$ cat config.mk
export PLATFORM = sky130hd
export DESIGN_NAME = mem_stage_flat
export DESIGN_NICKNAME = d
export VERILOG_FILES = /design/src/rtl/mem_stage_if.sv /design/src/rtl/mem_stage.sv /design/src/flat_wrapper.sv
export SDC_FILE = /design/constraint.sdc
export NUM_CORES = 1
export LEC_CHECK = 0
export CAP_MARGIN = 20
export CORE_MARGIN = 3
export CORE_UTILIZATION = 44
export DETAILED_ROUTE_END_ITERATION = 8
export PLACE_DENSITY = 0.81
export SLEW_MARGIN = 20
export SYNTH_ARGS = -nofsm -noshare
export SYNTH_HDL_FRONTEND = slang
export SYNTH_SLANG_ARGS = --single-unit
$ cat constraint.sdc
create_clock -name clk -period 2.2 [get_ports clk]
set_clock_uncertainty 0.15 [all_clocks]
set_input_delay 0.44 -clock clk [delete_from_list [all_inputs] [get_ports clk]]
set_output_delay 0.44 -clock clk [all_outputs]
set_load 0.02 [all_outputs]
$ cat src/rtl/mem_stage_if.sv
`default_nettype none
// ============================================================================
//  Module      : mem_stage_if
//  Description : Data-bus bundle between the memory stage (initiator) and
//                the data memory / interconnect (target). Carries the
//                req/gnt/rvalid handshake, byte lanes and data.
//  Revision    : 1.0 - initial release
// ============================================================================
interface mem_stage_if;
    logic        req;
    logic        we;
    logic [31:0] addr;
    logic [3:0]  be;
    logic [31:0] wdata;
    logic        gnt;
    logic        rvalid;
    logic [31:0] rdata;

    modport master (
        output req, we, addr, be, wdata,
        input  gnt, rvalid, rdata
    );

    modport slave (
        input  req, we, addr, be, wdata,
        output gnt, rvalid, rdata
    );
endinterface
`default_nettype wire

$ cat src/rtl/mem_stage.sv
`default_nettype none
// ============================================================================
//  Module      : mem_stage
//  Description : Memory-access pipeline stage. Turns EX load/store requests
//                into req/gnt/rvalid bus transactions with byte lanes, extends
//                load data, registers the GPR writeback and stalls the front
//                of the pipe while an access is open. Aborts on misalignment
//                or bus timeout with a one-cycle err_o pulse.
//  Revision    : 1.0 - initial release
// ============================================================================
module mem_stage #(
    parameter int TIMEOUT = 256
) (
    input  wire         clk,
    input  wire         rst_n,
    input  wire         mem_req_i,
    input  wire         mem_rw_i,
    input  wire  [1:0]  mem_size_i,
    input  wire         mem_sext_i,
    input  wire  [31:0] mem_addr_i,
    input  wire  [31:0] mem_data_i,
    input  wire  [4:0]  gprs_waddr_i,
    input  wire  [31:0] gprs_wdata_i,
    mem_stage_if.master dbus,
    output logic [4:0]  gprs_waddr_o,
    output logic [31:0] gprs_wdata_o,
    output logic        stall_o,
    output logic        err_o
);

    localparam logic [4:0] REG_X0 = 5'd0;
    localparam int         CNT_W  = $clog2(TIMEOUT);

    typedef enum logic [1:0] {
        S_IDLE = 2'd0,
        S_REQ  = 2'd1,
        S_WAIT = 2'd2
    } state_t;

    state_t             state_q, state_d;
    logic               req_q, req_d;
    logic               we_q, we_d;
    logic [31:0]        addr_q, addr_d;
    logic [3:0]         be_q, be_d;
    logic [31:0]        wdata_q, wdata_d;
    logic [1:0]         size_q, size_d;
    logic               sext_q, sext_d;
    logic [1:0]         off_q, off_d;
    logic [4:0]         dst_q, dst_d;
    logic [CNT_W-1:0]   cnt_q, cnt_d;
    logic [4:0]         gwaddr_q, gwaddr_d;
    logic [31:0]        gwdata_q, gwdata_d;
    logic               err_q, err_d;

    logic               w_aligned;
    logic [3:0]         w_be;
    logic [31:0]        w_wdata;
    logic [31:0]        w_shift;
    logic [31:0]        w_ldata;
    logic               w_tmo;
    logic               w_done;

    // Alignment check and lane steering for the request presented by EX.
    always_comb begin
        w_aligned = 1'b1;
        w_be      = 4'b1111;
        w_wdata   = mem_data_i;
        case (mem_size_i)
            2'b00: begin
                w_be    = 4'b0001 << mem_addr_i[1:0];
                w_wdata = {4{mem_data_i[7:0]}};
            end
            2'b01: begin
                w_aligned = ~mem_addr_i[0];
                w_be      = mem_addr_i[1] ? 4'b1100 : 4'b0011;
                w_wdata   = {2{mem_data_i[15:0]}};
            end
            default: begin
                w_aligned = (mem_addr_i[1:0] == 2'b00);
            end
        endcase
    end

    // Move the addressed lane down to bit 0 and extend it to 32 bits.
    always_comb begin
        w_shift = dbus.rdata >> {off_q, 3'b000};
        case (size_q)
            2'b00:   w_ldata = sext_q ? {{24{w_shift[7]}}, w_shift[7:0]}
                                      : {24'd0, w_shift[7:0]};
            2'b01:   w_ldata = sext_q ? {{16{w_shift[15]}}, w_shift[15:0]}
                                      : {16'd0, w_shift[15:0]};
            default: w_ldata = w_shift;
        endcase
    end

    assign w_tmo   = (cnt_q == CNT_W'(TIMEOUT - 1));
    assign stall_o = (state_q != S_IDLE) | (mem_req_i & w_aligned);

    // Next-state logic: accept, hold, complete or abort the bus access.
    always_comb begin
        state_d  = state_q;
        req_d    = req_q;
        we_d     = we_q;
        addr_d   = addr_q;
        be_d     = be_q;
        wdata_d  = wdata_q;
        size_d   = size_q;
        sext_d   = sext_q;
        off_d    = off_q;
        dst_d    = dst_q;
        cnt_d    = cnt_q;
        gwaddr_d = gwaddr_q;
        gwdata_d = gwdata_q;
        err_d    = 1'b0;
        w_done   = 1'b0;

        case (state_q)
            S_IDLE: begin
                if (!mem_req_i) begin
                    gwaddr_d = gprs_waddr_i;
                    gwdata_d = gprs_wdata_i;
                end else if (w_aligned) begin
                    state_d  = S_REQ;
                    req_d    = 1'b1;
                    we_d     = mem_rw_i;
                    addr_d   = {mem_addr_i[31:2], 2'b00};
                    be_d     = w_be;
                    wdata_d  = w_wdata;
                    size_d   = mem_size_i;
                    sext_d   = mem_sext_i;
                    off_d    = mem_addr_i[1:0];
                    dst_d    = gprs_waddr_i;
                    cnt_d    = '0;
                    gwaddr_d = REG_X0;
                    gwdata_d = 32'd0;
                end else begin
                    err_d    = 1'b1;
                    gwaddr_d = REG_X0;
                    gwdata_d = 32'd0;
                end
            end
            S_REQ: begin
                w_done = dbus.gnt & dbus.rvalid;
                if (dbus.gnt && !dbus.rvalid) begin
                    req_d   = 1'b0;
                    state_d = S_WAIT;
                end
            end
            S_WAIT: begin
                w_done = dbus.rvalid;
            end
            default: begin
                state_d = S_IDLE;
                req_d   = 1'b0;
            end
        endcase

        // Completion wins over timeout when both land on the same cycle.
        if (state_q == S_REQ || state_q == S_WAIT) begin
            if (w_done) begin
                state_d  = S_IDLE;
                req_d    = 1'b0;
                gwaddr_d = we_q ? REG_X0 : dst_q;
                gwdata_d = we_q ? 32'd0 : w_ldata;
            end else if (w_tmo) begin
                state_d  = S_IDLE;
                req_d    = 1'b0;
                err_d    = 1'b1;
                gwaddr_d = REG_X0;
                gwdata_d = 32'd0;
            end else begin
                cnt_d = cnt_q + 1'b1;
            end
        end
    end

    // State and output registers; reset discards any in-flight access.
    always_ff @(posedge clk or negedge rst_n) begin
        if (!rst_n) begin
            state_q  <= S_IDLE;
            req_q    <= 1'b0;
            we_q     <= 1'b0;
            addr_q   <= 32'd0;
            be_q     <= 4'd0;
            wdata_q  <= 32'd0;
            size_q   <= 2'd0;
            sext_q   <= 1'b0;
            off_q    <= 2'd0;
            dst_q    <= REG_X0;
            cnt_q    <= '0;
            gwaddr_q <= REG_X0;
            gwdata_q <= 32'd0;
            err_q    <= 1'b0;
        end else begin
            state_q  <= state_d;
            req_q    <= req_d;
            we_q     <= we_d;
            addr_q   <= addr_d;
            be_q     <= be_d;
            wdata_q  <= wdata_d;
            size_q   <= size_d;
            sext_q   <= sext_d;
            off_q    <= off_d;
            dst_q    <= dst_d;
            cnt_q    <= cnt_d;
            gwaddr_q <= gwaddr_d;
            gwdata_q <= gwdata_d;
            err_q    <= err_d;
        end
    end

    assign dbus.req     = req_q;
    assign dbus.we      = we_q;
    assign dbus.addr    = addr_q;
    assign dbus.be      = be_q;
    assign dbus.wdata   = wdata_q;
    assign gprs_waddr_o = gwaddr_q;
    assign gprs_wdata_o = gwdata_q;
    assign err_o        = err_q;

endmodule
`default_nettype wire

$ cat src/flat_wrapper.sv
// flat-port wrapper written by rule: the top's interface ports become plain ports
module mem_stage_flat 
#(
    parameter int TIMEOUT = 256
)
  (clk, rst_n, mem_req_i, mem_rw_i, mem_size_i, mem_sext_i, mem_addr_i, mem_data_i, gprs_waddr_i, gprs_wdata_i, gprs_waddr_o, gprs_wdata_o, stall_o, err_o, dbus_req, dbus_we, dbus_addr, dbus_be, dbus_wdata, dbus_gnt, dbus_rvalid, dbus_rdata);
  mem_stage_if dbus_i ();
  input  wire clk;
  input  wire rst_n;
  input  wire mem_req_i;
  input  wire mem_rw_i;
  input  wire  [1:0] mem_size_i;
  input  wire mem_sext_i;
  input  wire  [31:0] mem_addr_i;
  input  wire  [31:0] mem_data_i;
  input  wire  [4:0] gprs_waddr_i;
  input  wire  [31:0] gprs_wdata_i;
  output logic [4:0] gprs_waddr_o;
  output logic [31:0] gprs_wdata_o;
  output logic stall_o;
  output logic err_o;
  output wire logic [$bits(dbus_i.req)-1:0] dbus_req;
  output wire logic [$bits(dbus_i.we)-1:0] dbus_we;
  output wire logic [$bits(dbus_i.addr)-1:0] dbus_addr;
  output wire logic [$bits(dbus_i.be)-1:0] dbus_be;
  output wire logic [$bits(dbus_i.wdata)-1:0] dbus_wdata;
  input wire logic [$bits(dbus_i.gnt)-1:0] dbus_gnt;
  input wire logic [$bits(dbus_i.rvalid)-1:0] dbus_rvalid;
  input wire logic [$bits(dbus_i.rdata)-1:0] dbus_rdata;
  assign dbus_req = dbus_i.req;
  assign dbus_we = dbus_i.we;
  assign dbus_addr = dbus_i.addr;
  assign dbus_be = dbus_i.be;
  assign dbus_wdata = dbus_i.wdata;
  assign dbus_i.gnt = dbus_gnt;
  assign dbus_i.rvalid = dbus_rvalid;
  assign dbus_i.rdata = dbus_rdata;
  mem_stage #(.TIMEOUT(TIMEOUT)) u_core (.clk(clk), .rst_n(rst_n), .mem_req_i(mem_req_i), .mem_rw_i(mem_rw_i), .mem_size_i(mem_size_i), .mem_sext_i(mem_sext_i), .mem_addr_i(mem_addr_i), .mem_data_i(mem_data_i), .gprs_waddr_i(gprs_waddr_i), .gprs_wdata_i(gprs_wdata_i), .dbus(dbus_i), .gprs_waddr_o(gprs_waddr_o), .gprs_wdata_o(gprs_wdata_o), .stall_o(stall_o), .err_o(err_o));
endmodule
Word level (Yosys, flattened, before mapping) --
Index checks and enable logic that the tools add are counted.
Storage, ports and cells: register bits 126, input bits 142, output and inout port bits 109
Cells by class: add/sub/neg operators 1, eq/ne operators 5, shift operators 2, muxes and demuxes 46, bitwise gates (word level) 4, reduce and logical (&&, ||, !) cells 9
Operators with widths (count):
- $mux W32 | 8
- $pmux W32 S2 | 2
- $mux W8 | 6
- $shr A32 B5 Y32 | 1
- $mux W5 | 6
- $mux W1 | 12
- $mux W2 | 6
- $add A8 B1 Y8 const B | 1
- $eq A8 B8 Y1 const B | 1
- $logic_not A2 Y1 | 4
- $pmux W4 S2 | 1
- $eq A2 B1 Y1 const B | 3
- $pmux W2 S3 | 1
- $mux W4 | 1
- $pmux W1 S2 | 2
- $shl A1 B2 Y4 const A | 1
- $pmux W1 S3 | 1
- $reduce_and A3 Y1 | 1
- $and A1 B1 Y1 | 2
- $eq A2 B2 Y1 const B | 1
- $reduce_bool A2 Y1 | 1
- $logic_and A1 B1 Y1 | 1
- $logic_not A1 Y1 | 1
- $logic_or A1 B1 Y1 | 1
- other kinds (2) | 2

Logic depth before layout (Yosys ltp) --
Gate-level depths: netlist of run 1.
depth in word-level cells 8, depth in mapped cells 9, depth with buffers taken out 6

Least setup slack after synthesis of run 1 --
Ideal clock, no wire load.
kind register to register, start point register u_core.state_q[1], end point register u_core.cnt_q[2], library setup time 133 ps, data arrival time 1650 ps, required time 1917 ps, setup slack 268 ps, stages on the path, launching flop included 8, period minus slack after synthesis 1932 ps, cells stage by stage dfrtp_1 inv_1 ha_1 a21oi_1 o21ai_0 buf_2 o21ai_0 a31oi_1
Between the ends: cells in the longest elaborated chain, start to end 5, elaborated cells between the ends (all ways) 9, classes of those cells eq/ne (2); mux (5); reduce/logical (2)
RTL lines:
- start: declaration | line mem_stage.sv:40 | state_t state_q, state_d;
- start signal: assignment | line mem_stage.sv:195 | state_q <= state_d;
- $logic_not A2 Y1 | line mem_stage.sv:117 | case (state_q)
- $mux W8 | line mem_stage.sv:117
- $mux W8 | line mem_stage.sv:165 | end else if (w_tmo) begin
- $mux W8 | line mem_stage.sv:160 | if (w_done) begin
- $mux W8 * | line mem_stage.sv:159 | if (state_q == S_REQ || state_q == S_WAIT) begin
- named net u_core.cnt_d[2] | line mem_stage.sv:50 | logic [CNT_W-1:0] cnt_q, cnt_d;
- end signal: assignment | line mem_stage.sv:205 | cnt_q <= cnt_d;
- end: declaration | line mem_stage.sv:50
Mark *: on every way through the listed nets, which the timed path passes. The rest lies on a longest branch. A chain may end at the register's enable or synchronous reset.

Final worst setup path of run 1 --
start point input port mem_addr_i[0], end point output port stall_o
Between the ends: cells in the longest elaborated chain, start to end 4, elaborated cells between the ends (all ways) 5, classes of those cells mux (1); bitwise (3); reduce/logical (1)
RTL lines:
- start: declaration | line flat_wrapper.sv:14 | input wire [31:0] mem_addr_i;
- $logic_not A2 Y1 / $not A1 Y1 (equally long branches) | line mem_stage.sv:79, mem_stage.sv:74
- $pmux W1 S2 * | line mem_stage.sv:68 | case (mem_size_i)
- $and A1 B1 Y1 * | line mem_stage.sv:97 | assign stall_o = (state_q != S_IDLE) | (mem_req_i & w_aligned);
- $or A1 B1 Y1 * | line mem_stage.sv:97
- end: declaration | line flat_wrapper.sv:20 | output logic stall_o;
Mark *: on every way between the ends. The rest lies on a longest branch, timed or not.

==> out/metrics.csv, run 1 <==
metric,value,unit
clkLatencyLatePin,0.42,ns
avgSynthCellArea,9.00,sq um
hp-class,input pin to async pin,
synth_xor_area_frac,0.00280,
detail_route.wl_per_cell,17.6,um
utilization,0.720,
drive_gt1_frac,0.0935,
synth_cell_type_count,45,
rows,42,
drc,0,
drt_pass1_iterations,5,
coreArea,13600,sq um
die_h,125,um
clk_path_buf_depth,2,
startpoint_type,input pin,
powerDensity,1360,nW/um^2
fin_crit_sh,0.965,
clk_pin_slew,0.06,ns
diodes,0,
finalMaxSlewViolations,0,
power.leakage,4.32,nW
ys_seq_area_frac,0.504,
cts_tree,yes,
clock_sinks,126,
fmax,471,MHz
cap_viol_max_count,0,
antenna_found_initial,0,
synthMuxAreaShare,0.0855,
ys.flop_type,dfrtp_1,
antenna_left,0,
port_buffers,248,
yosys.area.top_type,dfrtp_1,
grt_usage,0.255,
stdcell_count,1139,
async_reset_ff_frac,1.00,
relSlewSlack,0.632,
grt_max_degree,103,
grt-ovfl-total,0,
postSynthCellCount,695,
ios,251,
start_util,0.461,
cts-buffers-inserted,17,
placed_cells,1105,
synth_top_family_by_area,simple AND/OR/NAND/NOR gates,
grt_setup_unrepaired,false,
synth_fa_ha_area_frac,0.0100,
num_vias,5999,
tightestPinTransition,0.551,ns
synth-compound-area-share,0.151,
root_buffer,clkbuf_16,
critical_path_arrival,1.53,ns
synth_area_leaders,"dfrtp_1 50%, nand2_1 12%, mux2i_1 6.6%",
fin_nets,1097,
yosysWarnings,0,
routed_wl,20100,um
crit_fanout,3,
synth_top_area_share,0.504,
hold_slack,0.291,ns
drt_iter0_drc,538,
ys_ff_latch,126,
dp_hpwl,14400,um
gp_congestion,0.861,
finalSetupViolCount,0,
fin_crit,2.12,ns
cp.required,1.61,ns
peakVddDrop,0.00121,V
die_area,15700,sq um
grt_pass1_wl,31900,um
via_per_inst,5.27,
status,completed,
path_class,input pin to output port,
synth-edff-count,0,
synth_area,6250,sq um
crit_path_end_kind,output port,
synth-simple-area-share,0.207,
htree_levels,4,
grt_pass1_vias,6061,
finalHoldViolCount,0,
area_growth,56.1,%
fin_total_pwr,13.3,mW
die_w,125,um
## layout make-up
class	count	area [sq um]
tap	176	220
clock buffer	17	425
multi-input combinational	515	2880
clock inverter	15	211
inverter	6	22.5
timing repair buffer	284	2850
fill	1024	3800
sequential	126	3150
## report_power, final
group / switching (mW) / internal (mW)
combinational: 3.46 / 2.95
clock: 1.07 / 1.91
sequential: 0.595 / 3.32
total: 5.13 / 8.18
## sequential cells by signal, indices dropped and copies added, names as in the netlist
name                 count
u_core.dbus.wdata       32
u_core.gprs_wdata_o     32
u_core.dbus.addr        30
u_core.cnt_q             8
u_core.dst_q             5
u_core.gprs_waddr_o      5
u_core.dbus.be           4
u_core.off_q             2
u_core.size_q            2
u_core.state_q           2
u_core.dbus.req          1
u_core.dbus.we           1
u_core.err_o             1
u_core.sext_q            1
## metrics by stage
step	setup WS, ns	instance area, sq um	setup TNS (ns)
floorplan	0.268	6260	0
global placement	-0.429	9100	-4.21
detailed placement	-0.431	9100	-5.27
CTS	0.0145	9750	0
global route	0.0376	9760	0
finish	0.0765	9760	0
## cells by family (layout without fill, tap and decap cells)
kind of cell               count (synthesis)  after routing
adders and majority gates                  5              5
and+or+nand+nor                          292            292
xor gates and xnor gates                   2              2
muxes                                     51             51
DFF                                      126            126
AOI/OAI and AO/OA                        163            163
other                                      1              2
buffers and inverters                     55            322
## worst paths after layout
kind	start	end	slack, ns	depth (start not counted)
max	mem_addr_i[0]	stall_o	0.08	5
min	rst_n	u_core.gprs_wdata_o[7]$_DFF_PN0_	0.29	2
max reg2reg	u_core.state_q[1]$_DFF_PN0_	u_core.gprs_wdata_o[21]$_DFF_PN0_	0.13	5
min reg2reg	u_core.dbus.addr[15]$_DFFE_PN0P_	u_core.dbus.addr[15]$_DFFE_PN0P_	0.32	2
max in group asynchronous	rst_n	u_core.state_q[0]$_DFF_PN0_	1.07	3
min in group clk	u_core.dbus.addr[15]$_DFFE_PN0P_	u_core.dbus.addr[15]$_DFFE_PN0P_	0.32	2
## cells in the mapped netlist, drive strengths merged (2+ instances only)
cell,count
nand2,198
dfrtp,126
a21oi,59
o21ai,58
mux2i,41
nor2b,39
clkbuf,29
buf,20
nor2,18
o22ai,16
o211ai,11
mux2,9
nand3b,9
o221ai,8
nand3,7
inv,6
ha,5
nor3,5
nand2b,4
a211o,3
nand4,3
nor4,3
o21a,2
or2,2
## critical path, cell delays in order
cell	delay, ns
clkdlybuf4s50_1	0.47
o21ai_2	0.21
nand3_2	0.14
nand2_1	0.10
buf_2	0.18
## placed cells by master, fill, tap and decap left out, types with 2 or more instances in the layout
cell type | Yosys | layout
clkdlybuf4s50_1 | 0 | 246
nand3_1 | 7 | 6
nand3b_1 | 9 | 9
o21a_1 | 2 | 2
mux2i_1 | 41 | 41
bufinv_16 | 0 | 4
dfrtp_1 | 126 | 126
nand2_1 | 198 | 198
inv_1 | 6 | 6
clkbuf_16 | 0 | 17
a21oi_1 | 59 | 59
clkinv_4 | 0 | 5
o22ai_1 | 16 | 16
nor2_1 | 18 | 17
nand2b_1 | 4 | 4
clkinvlp_4 | 0 | 4
buf_12 | 0 | 8
o221ai_1 | 6 | 6
nand4_1 | 3 | 3
o21ai_0 | 57 | 57
ha_1 | 5 | 5
nor2b_1 | 39 | 38
a211o_1 | 3 | 3
or2_2 | 2 | 2
o221ai_2 | 2 | 2
conb_1 | 1 | 2
mux2_2 | 9 | 9
nor3_1 | 5 | 5
o211ai_1 | 10 | 10
buf_4 | 2 | 28
inv_6 | 0 | 2
nor4_1 | 2 | 2
## timing repair
action,CTS,global route
setup endpoints to repair,1,3
hold buffers,1,0
setup buffers,0,1
gates cloned,0,0
endpoints found under the hold margin,14,0
pin swaps,1,1
resized for setup,5,2
## routing by layer
layer	part of all wire	vias up	track usage
met4	0.019	0	0.0804
li1	-	2876	-
met3	0.086	27	0.0878
met2	0.48	251	0.418
met1	0.41	2845	0.318
met5	0	-	0
(Power assumes the default switching activity.)
==> run 2, diff against run 1 <==
--- a/config.mk
+++ b/config.mk
@@ -6,10 +6,12 @@
 export NUM_CORES = 1
 export LEC_CHECK = 0
 export CAP_MARGIN = 20
+export CELL_PAD_IN_SITES_DETAIL_PLACEMENT = 1
+export CELL_PAD_IN_SITES_GLOBAL_PLACEMENT = 2
 export CORE_MARGIN = 3
-export CORE_UTILIZATION = 44
+export CORE_UTILIZATION = 25
 export DETAILED_ROUTE_END_ITERATION = 8
-export PLACE_DENSITY = 0.81
+export PLACE_DENSITY_LB_ADDON = 0.1
 export SLEW_MARGIN = 20
 export SYNTH_ARGS = -nofsm -noshare
 export SYNTH_HDL_FRONTEND = slang
==> out/metrics.csv, run 2 (synthesized netlist as in run 1, its figures left out) <==
metric,value,unit,change
grt-ovfl-total,0,,unchanged
gp_congestion,0.816,,-5.3%
startpoint,u_core.state_q[0]$_DFF_PN0_,,
clock_sinks,126,,unchanged
grt_setup_unrepaired,false,,
htree_levels,4,,unchanged
grt_pass1_vias,6684,,+10%
startpoint_type,flip-flop,,
drt_iter0_drc,255,,-53%
clk_pin_slew,0.06,ns,about the same
fin_total_pwr,13.4,mW,+0.81%
final_common_cell,clkdlybuf4s50_1,,
start_util,0.256,,-0.206
fin_crit_sh,0.948,,-0.0173
routed_wl,23900,um,+19%
clkLatencyLatePin,0.42,ns,about the same
grt_max_degree,46,,-55%
regToRegEndpoint,u_core.gprs_wdata_o[20]$_DFF_PN0_,,
stdcell_count,1294,,+14%
port_buffers,248,,unchanged
antenna_found_initial,0,,unchanged
power.leakage,4.36,nW,+1.0%
peakVddDrop,0.000515,V,-58%
coreArea,24500,sq um,+80%
hold_start,u_core.dbus.addr[10]$_DFFE_PN0P_,,
placed_cells,1260,,+14%
hold_slack,0.322,ns,+0.0313 ns
path_class,flip-flop to output port,,
finalMaxSlewViolations,0,,unchanged
place_area,9370,sq um,+3.0%
hold_end,u_core.dbus.addr[10]$_DFFE_PN0P_,,
fill_cells,2735,,+170%
detail_route.wl_per_cell,18.5,um,+4.7%
cts_tree,yes,,
utilization,0.409,,-0.310
clk_path_buf_depth,2,,unchanged
rows,57,,+36%
ios,251,,unchanged
diodes,0,,unchanged
hp-class,flip-flop to flip-flop,,
holdPathStages,2,,
cts-buffers-inserted,17,,unchanged
critical_path_arrival,1.50,ns,-0.03 ns
finalSetupViolCount,0,,unchanged
grt_pass1_wl,37200,um,+17%
post_cts_buffers,0,,unchanged
fin_nets,1104,,+0.64%
fin_crit,2.09,ns,-0.0380 ns
antenna_left,0,,unchanged
area_growth,60.1,%,
finalHoldViolCount,0,,unchanged
die_h,164,um,+31%
drc,0,,unchanged
root_buffer,clkbuf_16,,
cp.required,1.61,ns,about the same
final_area,10000,sq um,+2.6%
dp_hpwl,17900,um,+24%
final_cell_mix,"245 x clkdlybuf4s50_1, 197 x nand2_1, 125 x dfrtp_1, 58 x a21oi_1, 55 x o21ai_0",,
grt_usage,0.177,,-0.0777
reg2reg_slack,0.18,ns,+0.05 ns
r2r_cells,7,,+2
die_area,26900,sq um,+72%
crit_path_end_kind,output port,,
fmax,480,MHz,+1.8%
crit_fanout,6,,+3
drive_gt1_frac,0.104,,+0.0107
status,completed,,
via_per_inst,4.67,,-11%
die_w,164,um,+31%
powerDensity,1340,nW/um^2,-1.8%
num_vias,6045,,+0.77%
worstReg2RegStart,u_core.state_q[1]$_DFF_PN0_,,
cap_viol_max_count,0,,unchanged
drt_pass1_iterations,4,,-1
[run 2: cell type report]
| cell class | instances | area, sq um | area share |
|---|---|---|---|
| inverters | 6 | 22.5 | 0.00225 |
| multi-input cells | 515 | 2910 | 0.290 |
| flip-flops and latches | 126 | 3150 | 0.315 |
| clock buffers | 18 | 429 | 0.0429 |
| well taps | 324 | 405 | 0.0405 |
| repair buffers | 291 | 2940 | 0.293 |
| clock inverters | 14 | 158 | 0.0157 |
[run 2: worst max-delay path by stage]
stage | end | slack, ns
detailed placement | u_core.dbus.wdata[21]$_DFFE_PN0P_ | -0.15
global route | stall_o | 0.04
floorplan | u_core.cnt_q[2]$_DFF_PN0_ | 0.27
global placement | u_core.gprs_wdata_o[9]$_DFF_PN0_ | -0.1
CTS | stall_o | 0.01
finish | stall_o | 0.11
[run 2: critical path, cell delays in order (launching register included)]
cell     delay [ns]
dfrtp_1        0.43
inv_2          0.11
ha_4           0.18
buf_4          0.15
nand2_1        0.05
buf_4          0.16
[run 2: layer usage]
metal,wire (um),track usage
met1,10400,0.221
met2,12000,0.306
met3,1320,0.0462
met4,186,0.0388
met5,0,0
[run 2: stage by stage]
step	setup slack (ns)	TNS, ns
after floorplan	0.268	0
after global placement	-0.0997	-3.30
after detailed placement	-0.151	-8.49
after CTS	0.0135	0
after global routing	0.0424	0
final	0.114	0
[run 2: power by group]
| part | internal, mW | total (mW) | switching, mW |
|---|---|---|---|
| clock | 1.69 | 2.84 | 1.15 |
| combinational | 3.06 | 6.62 | 3.56 |
| sequential | 3.32 | 3.95 | 0.629 |
| total | 8.07 | 13.4 | 5.34 |
[run 2: what timing repair did]
item | in CTS | in global routing
endpoints found under the hold margin | 43 | 0
hold buffers | 1 | 0
gates resized for setup | 2 | 10
setup endpoints to repair | 1 | 12
gates cloned | 0 | 1
